--- src/rtl/cache_way_ctrl.sv ---
// ---------------------------------------------------------------------------
// cache_way_ctrl
//
// Request-side controller for a 4-way set-associative cache. It takes one CPU
// access at a time and compares the request tag against the four ways of the
// selected set. A hit is answered directly. A miss picks a victim way, writes
// it back to memory if it is dirty, refills it from memory, and then writes
// the new block into the victim way. Saturating hit and miss counters are kept
// for performance reporting. Every output is driven straight from a register.
//
// Ports:
//   clock, resetn          rising-edge clock, asynchronous active-low reset
//   req_valid/req_ready    CPU request handshake
//   req_we/req_tag/req_wdata   access type, tag and write data
//   way_valid/way_dirty/way_tag/way_data   state of the selected set
//   lru0..lru3             per-way LRU age (3 = least recently used)
//   hit                    one-hot hit-way pulse
//   wrenCache              one-hot way write-enable pulse
//   wr_data/wr_tag/set_dirty   contents written along with wrenCache
//   resp_valid/resp_data   response pulse and read data
//   mem_req/mem_we/mem_tag/mem_wdata   memory request (writeback or fill)
//   mem_ready/mem_rdata    memory completion and fill data
//   hit_count/miss_count   saturating statistics counters
// ---------------------------------------------------------------------------
module cache_way_ctrl #(
    parameter int TAG_W  = 8,
    parameter int DATA_W = 16,
    parameter int CNT_W  = 16
) (
    input  logic                clock,
    input  logic                resetn,
    input  logic                req_valid,
    output logic                req_ready,
    input  logic                req_we,
    input  logic [TAG_W-1:0]    req_tag,
    input  logic [DATA_W-1:0]   req_wdata,
    input  logic [3:0]          way_valid,
    input  logic [3:0]          way_dirty,
    input  logic [4*TAG_W-1:0]  way_tag,
    input  logic [4*DATA_W-1:0] way_data,
    input  logic [1:0]          lru0,
    input  logic [1:0]          lru1,
    input  logic [1:0]          lru2,
    input  logic [1:0]          lru3,
    output logic [3:0]          hit,
    output logic [3:0]          wrenCache,
    output logic [DATA_W-1:0]   wr_data,
    output logic [TAG_W-1:0]    wr_tag,
    output logic                set_dirty,
    output logic                resp_valid,
    output logic [DATA_W-1:0]   resp_data,
    output logic                mem_req,
    output logic                mem_we,
    output logic [TAG_W-1:0]    mem_tag,
    output logic [DATA_W-1:0]   mem_wdata,
    input  logic                mem_ready,
    input  logic [DATA_W-1:0]   mem_rdata,
    output logic [CNT_W-1:0]    hit_count,
    output logic [CNT_W-1:0]    miss_count
);

    typedef enum logic [2:0] {
        IDLE,
        LOOKUP,
        WB,
        FILL,
        RESP
    } state_t;

    state_t state, state_nxt;

    // Latched request
    logic              lat_we;
    logic [TAG_W-1:0]  lat_tag;
    logic [DATA_W-1:0] lat_wdata;
    logic [3:0]        victim_oh;

    // Lookup results
    logic [3:0] match;
    logic       any_hit;
    logic [1:0] hit_idx;
    logic [3:0] hit_oh;
    logic [1:0] victim_idx;
    logic [3:0] victim_oh_nxt;
    logic       victim_dirty;
    logic [1:0] lru_age [4];

    // Next values of the registered outputs
    logic              req_ready_n;
    logic [3:0]        hit_n;
    logic [3:0]        wren_n;
    logic [DATA_W-1:0] wr_data_n;
    logic [TAG_W-1:0]  wr_tag_n;
    logic              set_dirty_n;
    logic              resp_valid_n;
    logic [DATA_W-1:0] resp_data_n;
    logic              mem_req_n;
    logic              mem_we_n;
    logic [TAG_W-1:0]  mem_tag_n;
    logic [DATA_W-1:0] mem_wdata_n;
    logic [CNT_W-1:0]  hit_count_n;
    logic [CNT_W-1:0]  miss_count_n;

    // Tag compare and victim choice. Both scan from way 3 down to way 0 so
    // that the last assignment, and therefore the winner, is the lowest index.
    // The victim prefers an invalid way; with a full set it takes the oldest
    // way (age 3), and falls back to way 0 if the ages carry no age-3 entry.
    always_comb begin
        lru_age[0] = lru0;
        lru_age[1] = lru1;
        lru_age[2] = lru2;
        lru_age[3] = lru3;
        match      = '0;
        hit_idx    = 2'd0;
        victim_idx = 2'd0;
        for (int i = 3; i >= 0; i--) begin
            match[i] = way_valid[i] && (way_tag[i*TAG_W +: TAG_W] == lat_tag);
            if (match[i]) begin
                hit_idx = 2'(i);
            end
        end
        if (&way_valid) begin
            for (int i = 3; i >= 0; i--) begin
                if (lru_age[i] == 2'd3) begin
                    victim_idx = 2'(i);
                end
            end
        end else begin
            for (int i = 3; i >= 0; i--) begin
                if (!way_valid[i]) begin
                    victim_idx = 2'(i);
                end
            end
        end
        any_hit       = |match;
        hit_oh        = 4'b0001 << hit_idx;
        victim_oh_nxt = 4'b0001 << victim_idx;
        victim_dirty  = way_valid[victim_idx] && way_dirty[victim_idx];
    end

    // Next-state logic. LOOKUP and RESP always last exactly one cycle; WB and
    // FILL wait for the memory to report completion.
    always_comb begin
        state_nxt = state;
        case (state)
            IDLE:    if (req_valid) state_nxt = LOOKUP;
            LOOKUP:  begin
                if (any_hit) begin
                    state_nxt = RESP;
                end else if (victim_dirty) begin
                    state_nxt = WB;
                end else begin
                    state_nxt = FILL;
                end
            end
            WB:      if (mem_ready) state_nxt = FILL;
            FILL:    if (mem_ready) state_nxt = RESP;
            RESP:    state_nxt = IDLE;
            default: state_nxt = IDLE;
        endcase
    end

    // Output logic. The values computed here are loaded into the output
    // registers on the same edge that moves the state, so each registered
    // output lines up with the state it belongs to. The hit and write-enable
    // pulses default to zero so they only live during the RESP cycle.
    always_comb begin
        req_ready_n  = (state_nxt == IDLE);
        resp_valid_n = (state_nxt == RESP);
        mem_req_n    = (state_nxt == WB) || (state_nxt == FILL);
        mem_we_n     = (state_nxt == WB);
        hit_n        = '0;
        wren_n       = '0;
        wr_data_n    = wr_data;
        wr_tag_n     = wr_tag;
        set_dirty_n  = set_dirty;
        resp_data_n  = resp_data;
        mem_tag_n    = mem_tag;
        mem_wdata_n  = mem_wdata;
        hit_count_n  = hit_count;
        miss_count_n = miss_count;
        case (state)
            LOOKUP: begin
                if (any_hit) begin
                    hit_n = hit_oh;
                    if (hit_count != {CNT_W{1'b1}}) begin
                        hit_count_n = hit_count + 1'b1;
                    end
                    if (lat_we) begin
                        wren_n      = hit_oh;
                        wr_data_n   = lat_wdata;
                        wr_tag_n    = lat_tag;
                        set_dirty_n = 1'b1;
                    end else begin
                        resp_data_n = way_data[int'(hit_idx)*DATA_W +: DATA_W];
                        set_dirty_n = 1'b0;
                    end
                end else begin
                    if (miss_count != {CNT_W{1'b1}}) begin
                        miss_count_n = miss_count + 1'b1;
                    end
                    if (victim_dirty) begin
                        mem_tag_n   = way_tag[int'(victim_idx)*TAG_W +: TAG_W];
                        mem_wdata_n = way_data[int'(victim_idx)*DATA_W +: DATA_W];
                    end else begin
                        mem_tag_n   = lat_tag;
                    end
                end
            end
            WB: begin
                if (mem_ready) begin
                    mem_tag_n = lat_tag;
                end
            end
            FILL: begin
                if (mem_ready) begin
                    resp_data_n = mem_rdata;
                    wren_n      = victim_oh;
                    wr_tag_n    = lat_tag;
                    wr_data_n   = lat_we ? lat_wdata : mem_rdata;
                    set_dirty_n = lat_we;
                end
            end
            default: ;
        endcase
    end

    // State, request latch, victim latch and all output registers. Reset is
    // asynchronous so an access in flight is abandoned at once: mem_req drops
    // without waiting for a clock and no write-enable pulse can follow.
    always_ff @(posedge clock or negedge resetn) begin
        if (!resetn) begin
            state      <= IDLE;
            lat_we     <= 1'b0;
            lat_tag    <= '0;
            lat_wdata  <= '0;
            victim_oh  <= '0;
            req_ready  <= 1'b1;
            hit        <= '0;
            wrenCache  <= '0;
            wr_data    <= '0;
            wr_tag     <= '0;
            set_dirty  <= 1'b0;
            resp_valid <= 1'b0;
            resp_data  <= '0;
            mem_req    <= 1'b0;
            mem_we     <= 1'b0;
            mem_tag    <= '0;
            mem_wdata  <= '0;
            hit_count  <= '0;
            miss_count <= '0;
        end else begin
            state <= state_nxt;
            if (state == IDLE && req_valid) begin
                lat_we    <= req_we;
                lat_tag   <= req_tag;
                lat_wdata <= req_wdata;
            end
            if (state == LOOKUP) begin
                victim_oh <= victim_oh_nxt;
            end
            req_ready  <= req_ready_n;
            hit        <= hit_n;
            wrenCache  <= wren_n;
            wr_data    <= wr_data_n;
            wr_tag     <= wr_tag_n;
            set_dirty  <= set_dirty_n;
            resp_valid <= resp_valid_n;
            resp_data  <= resp_data_n;
            mem_req    <= mem_req_n;
            mem_we     <= mem_we_n;
            mem_tag    <= mem_tag_n;
            mem_wdata  <= mem_wdata_n;
            hit_count  <= hit_count_n;
            miss_count <= miss_count_n;
        end
    end

endmodule

--- config.mk ---
export PLATFORM = sky130hd
export DESIGN_NAME = cache_way_ctrl
export DESIGN_NICKNAME = d
export VERILOG_FILES = /design/src/rtl/cache_way_ctrl.sv
export SDC_FILE = /design/constraint.sdc
export NUM_CORES = 1
export LEC_CHECK = 0
export BUFFER_PORTS_ARGS = -buffer_cell sky130_fd_sc_hd__clkbuf_2
export CAP_MARGIN = 20
export CELL_PAD_IN_SITES_DETAIL_PLACEMENT = 0
export CELL_PAD_IN_SITES_GLOBAL_PLACEMENT = 1
export CORE_MARGIN = 4
export CORE_UTILIZATION = 42
export DETAILED_ROUTE_END_ITERATION = 12
export HOLD_SLACK_MARGIN = 0.06
export PLACE_DENSITY_LB_ADDON = 0.1
export SYNTH_ARGS = -nofsm -noshare
export SYNTH_HDL_FRONTEND = slang
export SYNTH_SLANG_ARGS = --single-unit
--- constraint.sdc ---
create_clock -name clock -period 7.5 [get_ports clock]
set_input_delay 0 -clock clock [delete_from_list [all_inputs] [get_ports clock]]
set_output_delay 0 -clock clock [all_outputs]
set_load 0.02 [all_outputs]
# Word-level counts from Yosys, hierarchy flattened
# Cells that the tools add are included.
# op_classes
bitwise,1
n_eq_ne,22
n_shift,5
mux,49
div_mod_pow,0
n_lt_le_gt_ge,1
multipliers,0
reduce_logical,20
add_sub_neg,2
# op_table
operator,count
$shiftx A64 B7 Y16,2
$mux W16,7
$pmux W16 S2,2
$mux W8,5
$add A16 B1 Y16 const B,2
$eq A8 B8 Y1,4
$ne A16 B16 Y1 const B,2
$pmux W8 S2,2
$shiftx A32 B6 Y8,1
$mux W2,13
$mux W4,5
$reduce_and A3 Y1,5
$eq A3 B2 Y1 const B,4
$mux W3,4
$ne A2 B2 Y1 const B,6
$pmux W3 S4,1
$reduce_and A4 Y1,3
$eq A2 B2 Y1 const B,4
$pmux W4 S2,1
$shl A1 B2 Y4 const A,2
$logic_and A1 B1 Y1,6
$logic_not A3 Y1,2
$mux W1,6
$bmux W1 S2,2
8 further kinds,9
# totals
ram_bits,0
inputBits,157
regBits,141
romBits,0
n_memories,0
out_inout_bits,109
elab_cells,119
latchBits,0

# Longest topological paths before layout
# Gate-level depths: netlist (run 1).
# logic_depth
depth_word,14
mapped_depth,11
ltp_nobuf,7

# Least setup slack after synthesis (run 1)
# No wires, ideal clock.
# synth_timing
path_type,flip-flop to flip-flop
start,register lat_tag[5]
end,register wr_data[14]
t_arrival_ps,2250
period_less_slack_ps,2375
slack_ps,5125
path_buffers,4
setup_time_ps,125
path_stages_with_launch,12
t_required_ps,7375
cell_sequence,dfrtp_1 -> buf_2 -> xnor2_1 -> nand3_1 -> or3_1 -> buf_2 -> nand2_2 -> buf_6 -> o21ai_2 -> a21oi_4 -> buf_6 -> mux2_2
# synth_between
elab_chain_cells,5
word_cells_on_any_way,11
classes_between,eq/ne: 5; reduce/logical: 6
# synth_rtl
item,line,text
from (decl),74,logic [TAG_W-1:0] lat_tag;
from (signal assigned),256,lat_tag <= req_tag;
$eq A8 B8 Y1,117,match[i] = way_valid[i] && (way_tag[i*TAG_W +: TAG_W] == lat_tag);
$logic_and A1 B1 Y1,117,
$reduce_or A4 Y1 *,135,any_hit = |match;
$ne A2 B2 Y1 (no source line) *,--,
$reduce_and A4 Y1 (no source line) *,--,
to (signal assigned),265,wr_data <= wr_data_n;
to (decl),47,"output logic [DATA_W-1:0] wr_data,"
# Mark *: on every way between the ends. The rest lies on a longest branch, timed or not.
# A chain may end at the register's enable or synchronous reset.

# Worst setup path after layout (run 1)
# layout_timing
start,register lat_tag[1]
end,register resp_data[3]
# layout_between
elab_chain_cells,10
word_cells_on_any_way,19
classes_between,eq/ne: 5; shift: 1; mux: 7; reduce/logical: 6
# layout_rtl
item,line,text
$eq A8 B8 Y1,117,
$logic_and A1 B1 Y1,117,
$mux W2 (4 in a row),118,if (match[i]) begin
$shiftx A64 B7 Y16,195,resp_data_n = way_data[int'(hit_idx)*DATA_W +: DATA_W];
$mux W16,189,if (lat_we) begin
$mux W16,184,if (any_hit) begin
$pmux W16 S2,182,case (state)
to (signal assigned),269,resp_data <= resp_data_n;
to (decl),51,"output logic [DATA_W-1:0] resp_data,"
# Several ways; a longest one is shown, not always the timed one. The select of a mux whose other input is x is not followed.

==> run summary, run 1 <==
EDFF count, synth: 0
Fmax: 248.0 MHz
Post-Route Setup TNS: 0 ps
1st-pass router iterations: 5
Pins Over Slew Limit: 0
Post-synthesis instance total: 767
Hold Path Origin: way_data[19]
H-tree Lvls: 4
Worst-Skew Late Latency: 420 ps
Reg-to-reg startpoint: lat_tag[1]$_DFFE_PN0P_
FF/Latch Area: 0.003530 mm^2
Worst-margin pin slew: 1070 ps
Hold Buf Count CTS: 88
Worst EP arrival: 4330 ps
Dominant cell type by area after synthesis: dfrtp_1
Multi-input logic area: 0.004187 mm^2
Yosys Warn Count: 0
CTS sink cnt: 141
CTS buffer count: 17
Main synth FF type: dfrtp_1
Commonest cells post-synth: dfrtp_1, nand2_1, mux2_2, nor2_1, xnor2_1
Worst hold slack: 77.80 ps
Max-slew headroom: 0.2852
Final setup violation count: 0
Vias: 7384
Maximum clock insertion buffer count: 2
Routed WL: 26920 um
Min cycle time layout: 4032 ps
Global route overflow: 0
Detail Route Antenna Nets: 0
Routed length per placed instance: 20.04 um
Initial antenna violation count: 1
Layout cells sized above 1: 0.3637
FF-to-FF End: resp_data[3]$_DFFE_PN0P_
Starting Density: 0.4272
Yosys top cell area share: 0.4384
Crit Path Category: reg2reg
Cell with the most instances after synthesis: dfrtp_1
Flops & latches, synth: 141
Leakage Power: 0.005144 uW
PD cells: 338.2 mW/mm^2
Post-CTS Setup Bufs: 0
Skew final: 7.851 ps
Post-Syn Area: 0.007991 mm^2
TritonCTS clock tree: built
Num ports: 266
Status: completed
CP endpoint kind: flop
R2R cell count: 10
Post-synth ARST share: 1.000
CP max FO: 37
GRT Overall Usage: 0.2509
Die Span X: 145.9 um
Port bufs: 265
Final cycle utilization of the critical path: 0.5376
Post-CTS Resized: 0
Clock root buffer: clkbuf_16
R2R setup slack: 3470 ps
Vias in the first global route: 7452
Hold WC Path Type: in2reg
Post-synthesis sequential area ratio: 0.4417
Crit path to: resp_data[3]$_DFFE_PN0P_
Worst endpoint required time: 7800 ps
Synth top area cells: dfrtp_1, mux2_2, xnor2_1
Post-synthesis net count: 926
Worst setup path startpoint: lat_tag[1]$_DFFE_PN0P_
FP Rows: 50
Layout area overhead: 36.36%
Gpl congestion: 0.8271
Hpwl dp: 19460 um
Core ar.: 0.01871 mm^2
DIE AREA: 0.02130 mm^2
Vias per cell: 5.498
Unrepaired setup endpoints after global routing: no
Initial drt markers: 414
Worst-path clk slew: 60 ps
Max Cap Violations: 0
Maximum vdd ir drop: 191.7 uV
DRC viols: 0
Syn_area_per_cell: 10.42 um^2
Crit start category: flop
Hold Fails Final Rpt: 0
Layout Nets: 1256
Synth cell types: 61
Die Y: 145.9 um
Fillers: 1668
First-pass GRT wire length: 42390 um
Largest net degree at the start of global routing: 77
-- cells in the final DEF, fill, tap and decap left out, types with 10 or more instances in the layout --
cell type	count
nand3_1	36
dfrtp_1	140
a41o_1	10
dlygate4sd3_1	88
buf_4	10
nand2_1	66
mux2i_1	31
mux2_2	64
and3_1	12
clkbuf_16	17
a31oi_1	25
a2111oi_0	10
and2_1	20
o21ai_0	21
mux2_4	10
a21boi_0	16
nor2_1	51
a211oi_1	26
nand4_1	13
clkbuf_2	264
mux2_1	10
xor2_1	25
nor3_1	12
xnor2_1	38
-- metrics by stage --
stage	instances	instance area [um^2]	worst slack, ps	power, uW	util
finish	1343	10900	3468	3686	0.5825
global route	1343	10900	3315	3913	0.5825
CTS	1340	10870	3554	3693	0.5809
detailed placement	1222	9439	4295	2735	0.5046
global placement	1222	9439	4345	2722	0.5046
floorplan	767	7991	5125	2255	-
-- worst max-delay path, stage by stage (launching register included) --
cell and delay [ps]:
dfrtp_1 490, xnor2_1 180, nand4_1 140, or3_1 120, buf_4 370, nand2_2 260
nor2_1 810, a41o_1 290, dlygate4sd3_1 560, a211oi_1 70, dlygate4sd3_1 580
-- sequential cells by signal (all words and copies together) (netlist names), 3 cells and up --
name	count
hit_count	16
wr_tag	8
mem_tag	8
lat_tag	8
mem_wdata	16
wr_data	16
lat_wdata	16
miss_count	16
resp_data	16
victim_oh	4
wrenCache	4
state	3
hit	4
-- per-layer routing --
layer / share of wire / routed length, um / vias to the layer above / global-route usage
met5: 0 / 0 / - / 0
met3: 0.076 / 2056 / 55 / 0.07101
met1: 0.44 / 11730 / 3582 / 0.3307
li1: - / - / 3457 / -
met2: 0.46 / 12340 / 290 / 0.3936
met4: 0.029 / 792 / 0 / 0.09592
-- logic make-up (layout without fill, tap and decap cells) --
group	after synthesis	after routing	synth area share
AO/OA/AOI/OAI	146	146	0.1398
XOR/XNOR	63	63	0.06905
adder cells (fa/ha/maj)	2	2	0.003131
buffers and inverters	61	402	0.03695
flip-flops	141	141	0.4417
multiplexers	115	115	0.1619
other	0	1	0
AND/OR/NAND/NOR	239	239	0.1475
-- report_power, final --
group / internal (uW) / switching [uW]
registers: 1040 / 232
logic: 735 / 875
clock network: 456 / 347
total: 2230 / 1450
-- worst min path at each step --
stage                                      endpoint  slack, ps  cells past startpoint
after global placement       mem_tag[4]$_DFFE_PN0P_         30                      1
final                      mem_wdata[3]$_DFFE_PN0P_         80                      4
after CTS                 mem_wdata[10]$_DFFE_PN0P_         60                      4
after global routing      mem_wdata[10]$_DFFE_PN0P_         90                      4
after floorplan                    hit[0]$_DFF_PN0_       -300                      0
after detailed placement     mem_tag[4]$_DFFE_PN0P_         30                      1
-- layout make-up --
cell class,instances,area share
diodes,1,0.0002296
clock buffers,18,0.03938
clock inverters,12,0.01079
inverters,8,0.002756
multi-input cells,565,0.3842
flip-flops and latches,141,0.3239
well taps,234,0.02687
repair buffers,364,0.2118
(Power assumes the default switching activity.)
==> inputs of run 2 (changes only) <==
CORE_UTILIZATION = 39   (was 42)
clock period = 3.75 ns   (was 7.5 ns; I/O delays follow)
==> run summary, run 2 (same netlist as run 1, synthesis figures left out) <==
Status: completed
Max-slew headroom: 0.3771
Hold Fails Final Rpt: 0
CP max stage cell: dlygate4sd3_1
Skew final: 7.739 ps
FP Rows: 52
Pins Over Slew Limit: 0
PD cells: 667.9 mW/mm^2
Initial drt markers: 427
TritonCTS clock tree: built
Min cycle time layout: 3511 ps
Detail Route Antenna Nets: 0
Die Y: 151.1 um
Global route overflow: 0
Num ports: 266
Sw Ratio: 0.3970
Layout cells sized above 1: 0.3688
GRT Overall Usage: 0.2376
H-tree Lvls: 4
Register share of total power: 0.344
Critical path buffer and inverter count: 1
Worst path max stage delay: 590 ps
Fmax: 284.8 MHz
Port bufs: 265
Worst-margin pin slew: 930.9 ps
Routed length per placed instance: 19.45 um
Commonest cells after routing, fill and taps aside: clkbuf_2, dfrtp_1, dlygate4sd3_1
Max Cap Violations: 0
Final cycle utilization of the critical path: 0.9363
Post-route cell area: 0.01104 mm^2
DIE AREA: 0.02284 mm^2
CP max FO: 16
Clock share of power: 0.229
Worst endpoint required time: 4050 ps
Crit-path leading delay family: simple AND/OR/NAND/NOR gates
Hold WC Path Type: in2reg
Clock root buffer: clkbuf_16
Maximum vdd ir drop: 342.5 uV
Placed cell areas: 0.009539 mm^2
Starting Density: 0.3962
Vias: 7267
Worst-Skew Late Latency: 420 ps
Leakage Power: 0.005196 uW
1st-pass router iterations: 5
Vias in the first global route: 7416
Cell Count Post-Placement: 1263
Unrepaired setup endpoints after global routing: no
Pint: 4448 uW
Vias per cell: 5.239
Crit Path Category: reg2reg
Routed WL: 26970 um
CP endpoint kind: flop
Cell Count, Final, Fillers Out: 1387
Crit start category: flop
Net load switching power: 2928 uW
Die Span X: 151.1 um
Antenna cell count: 0
Post-Route Setup TNS: 0 ps
Gpl congestion: 0.8953
CTS buffer count: 17
Largest net degree at the start of global routing: 95
Commonest non-fill, non-tap cell in the layout: clkbuf_2
Worst EP arrival: 3820 ps
Worst hold slack: 70.40 ps
CTS sink cnt: 141
Core ar.: 0.02017 mm^2
Layout Nets: 1263
Layout area overhead: 38.20%
Comb pwr share: 0.427
Hpwl dp: 19910 um
Maximum clock insertion buffer count: 2
Final setup violation count: 0
Critical-path cell list: xor2_1 -> nor4_1 -> nand4_1 -> o21a_1 -> nor2_4 -> mux2i_1 -> a221oi_1 -> dlygate4sd3_1
Worst-path clk slew: 70 ps
Initial antenna violation count: 0
DRC viols: 0
First-pass GRT wire length: 41760 um
run 2: changes by cell type in the layout (fill, tap and decap cells not counted), sizes merged:
cell	before	now
diode	1	0
inv	11	17
dlygate4sd3	88	91
clkbuf	282	281
clkinvlp	4	1
buf	12	16
run 2: layer usage:
| layer | routed length, um | vias up | track usage |
|---|---|---|---|
| li1 | - | 3475 | - |
| met1 | 11790 | 3516 | 0.3198 |
| met5 | 0 | - | 0 |
| met2 | 12790 | 249 | 0.3822 |
| met3 | 1903 | 27 | 0.06194 |
| met4 | 495 | 0 | 0.06256 |
run 2: path summary, 6_finish.rpt:
kind | startpoint | slack (ps) | to | cells after the start
setup reg to reg | lat_tag[3]$_DFFE_PN0P_ | 240 | resp_data[14]$_DFFE_PN0P_ | 8
hold reg to reg | victim_oh[3]$_DFFE_PN0P_ | 470 | victim_oh[3]$_DFFE_PN0P_ | 2
max in group asynchronous | resetn | 2690 | wr_data[4]$_DFFE_PN0P_ | 3
setup / recovery | lat_tag[3]$_DFFE_PN0P_ | 240 | resp_data[14]$_DFFE_PN0P_ | 8
hold / removal | way_data[48] | 70 | mem_wdata[0]$_DFFE_PN0P_ | 4
min in group asynchronous | resetn | 230 | mem_tag[3]$_DFFE_PN0P_ | 2
run 2: cell type report:
class	count	area, um^2
Timing Repair Buffer	371	2366
Clock inverter	15	150.1
Clock buffer	17	425.4
Multi-Input combinational cell	565	4205
Tap cell	270	337.8
Sequential cell	141	3530
Inverter	8	30.03
Fill cell	1889	9125
run 2: stage by stage:
step	utilization	worst slack, ps	total power, uW
2_1_floorplan	-	1375	4510
6_report	0.5476	238.7	7376
4_1_cts	0.5467	259.5	7413
5_1_grt	0.5476	25.07	7850
3_3_place_gp	0.4727	661.5	5469
3_5_place_dp	0.4730	787.1	5486
run 2: power by group through the flow:
stage / clock network, uW / registers, uW / logic [uW]
5_1_grt: 1800 / 2620 / 3420
4_1_cts: 1720 / 2540 / 3150
6_report: 1690 / 2540 / 3150
3_3_place_gp: 0 / 2550 / 2920
3_5_place_dp: 0 / 2560 / 2920
2_1_floorplan: 0 / 2820 / 1690
run 2: worst min-delay path, cell delays in order:
cell and delay [ps]:
clkbuf_2 100, nand2_1 50, a31oi_1 160, mux2_2 150
run 2: repair_timing:
| item | in CTS | in global routing |
|---|---|---|
| endpoints found under the hold margin | 168 | 0 |
| hold buffers | 91 | 0 |
| gates resized for setup | 0 | 2 |
| endpoints found under the setup margin | 0 | 7 |
| setup buffers | 0 | 0 |
